[config.mk]
export PLATFORM = sky130hd
export DESIGN_NAME = timer_dev
export DESIGN_NICKNAME = d
export VERILOG_FILES = /design/src/rtl/timer_dev.sv
export SDC_FILE = /design/constraint.sdc
export NUM_CORES = 1
export LEC_CHECK = 0
export BUFFER_PORTS_ARGS = -buffer_cell sky130_fd_sc_hd__buf_2
export CAP_MARGIN = 15
export CORE_MARGIN = 2
export CORE_UTILIZATION = 35
export CTS_CLUSTER_DIAMETER = 150
export DETAILED_ROUTE_END_ITERATION = 6
export SYNTH_ARGS = -nofsm -noshare
export SYNTH_HDL_FRONTEND = slang
export SYNTH_SLANG_ARGS = --single-unit
[constraint.sdc]
create_clock -name clk -period 3.8 [get_ports clk]
set_input_delay 0.38 -clock clk [delete_from_list [all_inputs] [get_ports clk]]
set_output_delay 0.38 -clock clk [all_outputs]
set_load 0.03 [all_outputs]
[src/rtl/timer_dev.sv]
// Memory-mapped 32-bit down-counting timer with one-shot and auto-reload modes.
// Raises irq when the count expires; software acknowledges by writing CTRL or PRESET.
module timer_dev (
    input  logic        clk,
    input  logic        clr,
    input  logic [1:0]  addr,
    input  logic        we,
    input  logic [31:0] din,
    output logic [31:0] dout,
    output logic        irq
);

    localparam logic [1:0] ST_IDLE = 2'd0;
    localparam logic [1:0] ST_LOAD = 2'd1;
    localparam logic [1:0] ST_CNT  = 2'd2;
    localparam logic [1:0] ST_INT  = 2'd3;

    localparam logic [1:0] A_CTRL   = 2'd0;
    localparam logic [1:0] A_PRESET = 2'd1;
    localparam logic [1:0] A_COUNT  = 2'd2;

    localparam logic [1:0] MODE_AUTO = 2'b01;

    logic [1:0]  state_q, state_d;
    logic        en_q, en_d;
    logic [1:0]  mode_q, mode_d;
    logic        im_q, im_d;
    logic [31:0] preset_q, preset_d;
    logic [31:0] count_q, count_d;
    logic        pending_q, pending_d;

    logic        wr_ctrl;
    logic        wr_preset;
    logic        set_pend;
    logic        clr_pend_fsm;

    assign wr_ctrl   = we && (addr == A_CTRL);
    assign wr_preset = we && (addr == A_PRESET);

    always_comb begin
        state_d      = state_q;
        en_d         = en_q;
        mode_d       = mode_q;
        im_d         = im_q;
        preset_d     = preset_q;
        count_d      = count_q;
        set_pend     = 1'b0;
        clr_pend_fsm = 1'b0;

        case (state_q)
            ST_IDLE: begin
                if (en_q) state_d = ST_LOAD;
            end
            ST_LOAD: begin
                count_d = preset_q;
                state_d = ST_CNT;
            end
            ST_CNT: begin
                // Zero check comes before the decrement, so COUNT never wraps.
                if (!en_q) begin
                    state_d = ST_IDLE;
                end else if (count_q == 32'd0) begin
                    set_pend = 1'b1;
                    state_d  = ST_INT;
                end else begin
                    count_d = count_q - 32'd1;
                end
            end
            ST_INT: begin
                if (mode_q == MODE_AUTO) begin
                    clr_pend_fsm = 1'b1;
                    state_d      = ST_LOAD;
                end else begin
                    en_d    = 1'b0;
                    state_d = ST_IDLE;
                end
            end
            default: state_d = ST_IDLE;
        endcase

        // Software writes land after the FSM so a written EN beats the INT-state clear.
        if (wr_ctrl) begin
            en_d   = din[0];
            mode_d = din[2:1];
            im_d   = din[3];
        end
        if (wr_preset) preset_d = din;

        // An expiry on the same edge as an acknowledge must not be lost.
        if (set_pend)
            pending_d = 1'b1;
        else if (wr_ctrl || wr_preset || clr_pend_fsm)
            pending_d = 1'b0;
        else
            pending_d = pending_q;
    end

    always_ff @(posedge clk) begin
        if (clr) begin
            state_q   <= ST_IDLE;
            en_q      <= 1'b0;
            mode_q    <= 2'b00;
            im_q      <= 1'b0;
            preset_q  <= 32'd0;
            count_q   <= 32'd0;
            pending_q <= 1'b0;
        end else begin
            state_q   <= state_d;
            en_q      <= en_d;
            mode_q    <= mode_d;
            im_q      <= im_d;
            preset_q  <= preset_d;
            count_q   <= count_d;
            pending_q <= pending_d;
        end
    end

    always_comb begin
        dout = 32'd0;
        case (addr)
            A_CTRL:   dout = {28'd0, im_q, mode_q, en_q};
            A_PRESET: dout = preset_q;
            A_COUNT:  dout = count_q;
            default:  dout = 32'd0;
        endcase
    end

    assign irq = im_q & pending_q;

endmodule
==> results of run 1 <==
## power breakdown
group	total [mW]	switching (mW)	internal, mW
registers	0.770	0.0123	0.758
logic	0.139	0.0919	0.0469
clock network	0.934	0.324	0.610
## cells by family after synthesis
family	synth area share
AND/OR/NAND/NOR	0.265
AO/OA/AOI/OAI	0.299
buffers and inverters	0.0709
adder cells (fa/ha/maj)	0.00302
flip-flops	0.343
multiplexers	0.0193
## layout make-up
cell class	count	area, µm²
clock inverters	3	65.1
repair buffers	82	463
well taps	143	179
fillers	1171	6600
clock buffers	13	260
inverters	7	26.3
multi-input cells	404	2450
flip-flops and latches	71	1420
## synth_stat cells, types with 2 or more instances
cell type,n,area [µm²]
and3_1,4,25.0
buf_6,3,33.8
buf_4,2,15.0
nor4_4,3,63.8
o21ai_0,7,35.0
clkbuf_1,40,150
inv_1,7,26.3
nand2_1,93,349
nand3_1,9,45.0
nor2b_1,5,31.3
a211oi_1,4,30.0
and4_1,2,17.5
o31ai_1,17,128
mux2i_1,8,80.1
a22o_1,29,254
a211o_1,8,70.1
or2_2,3,18.8
nand2b_1,4,25.0
o32ai_2,8,130
a22oi_1,4,30.0
nor3_1,20,100
nor4_1,6,37.5
or4_1,4,30.0
buf_2,7,35.0
nand4b_1,2,17.5
nor2_1,38,143
o311ai_0,2,17.5
a31oi_1,11,68.8
a41oi_1,4,35.0
dfxtp_1,71,1420
o32ai_1,5,43.8
and2_1,7,43.8
or3_1,11,68.8
buf_8,2,30.0
nand4_1,6,37.5
a21boi_0,2,15.0
a21oi_1,66,330
## worst min path at each step
| stage | end | slack (ps) | cells after the start |
|---|---|---|---|
| after detailed placement | pending_q$_SDFFE_PP0P_ | 470 | 2 |
| after global routing | preset_q[16]$_SDFFE_PP0P_ | 280 | 3 |
| after CTS | preset_q[18]$_SDFFE_PP0P_ | 260 | 3 |
| after floorplan | pending_q$_SDFFE_PP0P_ | 440 | 2 |
| final | preset_q[24]$_SDFFE_PP0P_ | 270 | 3 |
| after global placement | pending_q$_SDFFE_PP0P_ | 460 | 2 |
## layer usage
metal | global-route usage | share of wire | up-vias
met5 | 0 | 0 | -
met4 | 0.0902 | 0.028 | 0
met3 | 0.0300 | 0.052 | 20
met2 | 0.319 | 0.46 | 138
met1 | 0.262 | 0.46 | 1912
li1 | - | - | 2050
## worst max-delay path: cells and delay by family (launching register included)
family / cells / cell delay [ps]
adder cells (fa/ha/maj): 1 / 200
flip-flops: 1 / 350
buffers and inverters: 3 / 640
AND/OR/NAND/NOR: 4 / 1650
AO/OA/AOI/OAI: 1 / 150
## per-stage QoR
stage	std cells	hold slack, ps	power (mW)	setup slack (ps)
CTS	722	264	1.86	621
detailed placement	706	466	0.923	656
finish	723	273	1.84	635
global placement	706	459	0.921	761
global route	723	280	1.91	444
floorplan	537	443	0.875	1490
## sequential cells by signal, indices dropped and copies added (netlist names)
register	count
mode_q	2
preset_q	32
en_q	1
count_q	32
state_q	2
im_q	1
pending_q	1
==> flow_summary.toml, run 1 <==
[setup_path]
r2r-end = "count_q[25]$_SDFFE_PP0P_"
critical_path_required_ps = 3990
cp-endpoint = "count_q[25]$_SDFFE_PP0P_"
r2r_slack_ps = 640
crit_path_start_kind = "register"
crit_top_cell = "buf_4"
cp_data_arrival_time_ps = 3350
r2r-start = "count_q[0]$_SDFFE_PP0P_"
crit_type = "register to register"
crit_path_max_incr_delay_ps = 630
r2r_cells = 9
crit_fanout = 33
cp_cell_sequence = "inv_1 -> ha_1 -> or4b_1 -> nor4_1 -> buf_4 -> and4b_1 -> buf_4 -> or2_2 -> o32ai_1"
critPathSlowestCell = "or4b_1"
setup.worst_path.start = "count_q[0]$_SDFFE_PP0P_"
worst_setup_path_end_kind = "register"

[synth]
synth_cell_types = 50
synthCells = 537
syn_area_um2 = 4150
synth-seq-area-share = 0.343
yosysWarnings = 0
synthArstFlopShare = 0
syn_nets = 575
ys.flop_type = "dfxtp_1"
synth-seq-cells = 71
synth_edf_count = 0
avgSynthCellArea_um2 = 7.72

[cts]
clkTransAtPathRegs_ps = 60
cts_buffers = 9
clockBufferDepth = 2
hold_buffers = 0
post_cts_resize_count = 0
cts.sinks = 71
cts_tree = "done"
htree_levels = 3
cts_setup_buffers = 0
clk_latency_ps = 340
cts_root_buf = "clkbuf_16"

[global_route]
grt_pass1_wl_mm = 20.4
grt_usage = 0.198
antenna_found_initial = 0
grt_max_degree = 47
grt_pass1_vias = 4045
overflow = 0

[drt]
drt_iter0_drc = 269
wire_per_inst_um = 17.1
vias_per_cell = 5.70
ant_nets = 0
wirelength_mm = 12.4
firstDrtPassIters = 5
dr_total_vias = 4120
route.detailed.drc = 0

[floorplan]
die_area_um2 = 12700
die_w_um = 113
initial_core_util = 0.362
rows = 39
die_h_um = 113
coreArea_um2 = 11500
io_pins = 70

[sta]
max_freq_mhz = 316
maxSlewViolCount = 0
tightest_slew_ps = 895
clock_skew_ps = 5.10
max_slew_margin = 0.404
period_share = 0.833
setup_viol = 0
tns_ps = 0
hold_violations = 0
rsz0062_at_grt = "false"
fin_crit_ps = 3160

[power]
ir_drop_uv = 160
powerDensity_nw_per_um2 = 379
leakagePower_nw = 1.77

[cells_and_area]
layout_commonest_cell = "nand2_1"
layout_common_cells = "93 x nand2_1, 71 x dfxtp_1, 69 x buf_2, 65 x a21oi_1, 38 x nor2_1"
nNetsFinal = 613
final_util = 0.424
drive_gt1_frac = 0.200
areaGrowthSynthToFinish_pct = 17.3
design_area_um2 = 4860
antenna_cells = 0

[status]
status = "completed"

[placement]
port_buffers = 69
placed_area_um2 = 4510
dpl.hpwl_mm = 8.24
gp_congestion = 0.882

[worst_hold_path]
min_from = "din[24]"
hp-class = "input pin to register"

[flow_run]
drv_cap = 0
Power figures use the tool's default switching activity.
==> inputs of run 2 (changes only) <==
clock period = 2.8 ns   (was 3.8 ns; I/O delays follow)
==> run 2 against run 1 <==
Global-route usage decreased by 0.10 points. Total power increased by 24%. Design area fell by 0.33%. Utilization fell by 0.14 points. Register-to-register slack worse by 420 ps.
==> flow_summary.toml, run 2 (same netlist as run 1, synthesis figures left out) <==
[cts]
cts_root_buf = "clkbuf_16"
clockBufferDepth = 2
cts_buffers = 9
cts_tree = "done"
clkTransAtPathRegs_ps = 60
hold_buffers = 0
htree_levels = 3
cts_setup_buffers = 0
clk_latency_ps = 340
cts.sinks = 71

[placement]
dpl.hpwl_mm = 8.51
port_buffers = 69
gp_congestion = 0.865
placed_area_um2 = 4580

[drt]
vias_per_cell = 5.80
firstDrtPassIters = 4
wirelength_mm = 12.5
dr_total_vias = 4213
route.detailed.drc = 0
drt_iter0_drc = 217
wire_per_inst_um = 17.2
ant_nets = 0

[cells_and_area]
layout_common_cells = "93 x nand2_1, 71 x dfxtp_1, 69 x buf_2, 65 x a21oi_1, 38 x nor2_1"
drive_gt1_frac = 0.207
areaGrowthSynthToFinish_pct = 16.9
nNetsFinal = 619
design_area_um2 = 4850
antenna_cells = 0
layout_commonest_cell = "nand2_1"
fill_cells = 1156
biggestRegsByFlops = "count_q: 32 flops, preset_q: 32 flops"

[sta]
fin_crit_ps = 2580
hold_violations = 0
setup_viol = 0
rsz0062_at_grt = "false"
tightest_slew_ps = 654
max_freq_mhz = 388
tns_ps = 0
max_slew_margin = 0.563
period_share = 0.921
maxSlewViolCount = 0
clock_skew_ps = 5.45

[floorplan]
die_area_um2 = 12700
io_pins = 70
die_h_um = 113
initial_core_util = 0.362
die_w_um = 113
coreArea_um2 = 11500
rows = 39

[power]
p_sw_mw = 0.563
swShare = 0.245
ir_drop_uv = 248
pwr-share-comb = 0.082
leakagePower_nw = 1.77
power_frac_clock = 0.462
power.internal_mw = 1.73
powerDensity_nw_per_um2 = 473
seq_power_share = 0.456

[setup_path]
crit_path_start_kind = "register"
cp_cell_sequence = "inv_1 -> ha_1 -> or4b_1 -> buf_4 -> nor4_2 -> and4_1 -> o21ai_0 -> a311oi_1"
critPathSlowestCell = "or4b_1"
cp_data_arrival_time_ps = 2800
r2r-start = "count_q[0]$_SDFFE_PP0P_"
setup.worst_path.start = "count_q[0]$_SDFFE_PP0P_"
crit_path_max_incr_delay_ps = 480
crit_type = "register to register"
critical_path_required_ps = 3020
crit_fanout = 8
worst_setup_path_end_kind = "register"

[global_route]
grt_pass1_wl_mm = 20.5
grt_max_degree = 45
antenna_found_initial = 0
overflow = 0
grt_usage = 0.197
grt_pass1_vias = 3994

[status]
status = "completed"

[flow_run]
drv_cap = 0

[worst_hold_path]
min_from = "din[14]"
hp-class = "input pin to register"
-- run 2: area by class of cell --
type | instances | area, µm² | area share
Multi-Input combinational cell | 404 | 2460 | 0.507
Inverter | 7 | 26.3 | 0.00542
Timing Repair Buffer | 88 | 500 | 0.103
Tap cell | 143 | 179 | 0.0369
Sequential cell | 71 | 1420 | 0.293
Clock buffer | 13 | 260 | 0.0537
Clock inverter | 1 | 5.00 | 0.00103
-- run 2: path summary, 6_finish.rpt --
| check | endpoint | slack, ps | cells after the start |
|---|---|---|---|
| worst max-delay path | count_q[0]$_SDFFE_PP0P_ | 220 | 8 |
| worst min-delay path | preset_q[14]$_SDFFE_PP0P_ | 170 | 3 |
| worst max register to register | count_q[0]$_SDFFE_PP0P_ | 220 | 8 |
| worst min register to register | pending_q$_SDFFE_PP0P_ | 470 | 2 |
-- run 2: power groups by stage --
stage                     sequential, mW  clock, mW  combinational (mW)
final                               1.05       1.06               0.189
after global routing                1.05       1.12               0.210
after CTS                           1.04       1.07               0.191
after detailed placement            1.07          0               0.189
after global placement              1.07          0               0.187
after floorplan                     1.06          0               0.127
-- run 2: metal layers --
layer / track usage / up-vias / routed length (µm)
met4: 0.0512 / 0 / 135
met3: 0.0434 / 14 / 753
li1: - / 2057 / -
met5: 0 / - / 0
met2: 0.319 / 136 / 5910
met1: 0.265 / 2006 / 5740
-- run 2: through the flow --
stage	util	std cells	setup slack, ps	hold slack (ps)	total power, mW
floorplan	-	537	492	416	1.19
global placement	0.399	713	317	460	1.25
detailed placement	0.399	713	115	461	1.26
CTS	0.422	727	104	175	2.31
global route	0.423	727	83.9	179	2.38
finish	0.423	727	220	175	2.29
-- run 2: worst max-delay path, delay by kind of cell (launching register included) --
family | cells | cell delay, ps
AO/OA/AOI/OAI | 2 | 440
adder cells (fa/ha/maj) | 1 | 200
flip-flops | 1 | 350
AND/OR/NAND/NOR | 3 | 1190
buffers and inverters | 2 | 280
-- run 2: timing repair --
action | CTS | global route
gates resized for setup | 0 | 1
endpoints found under the setup margin | 0 | 1
endpoints found under the hold margin | 0 | 0
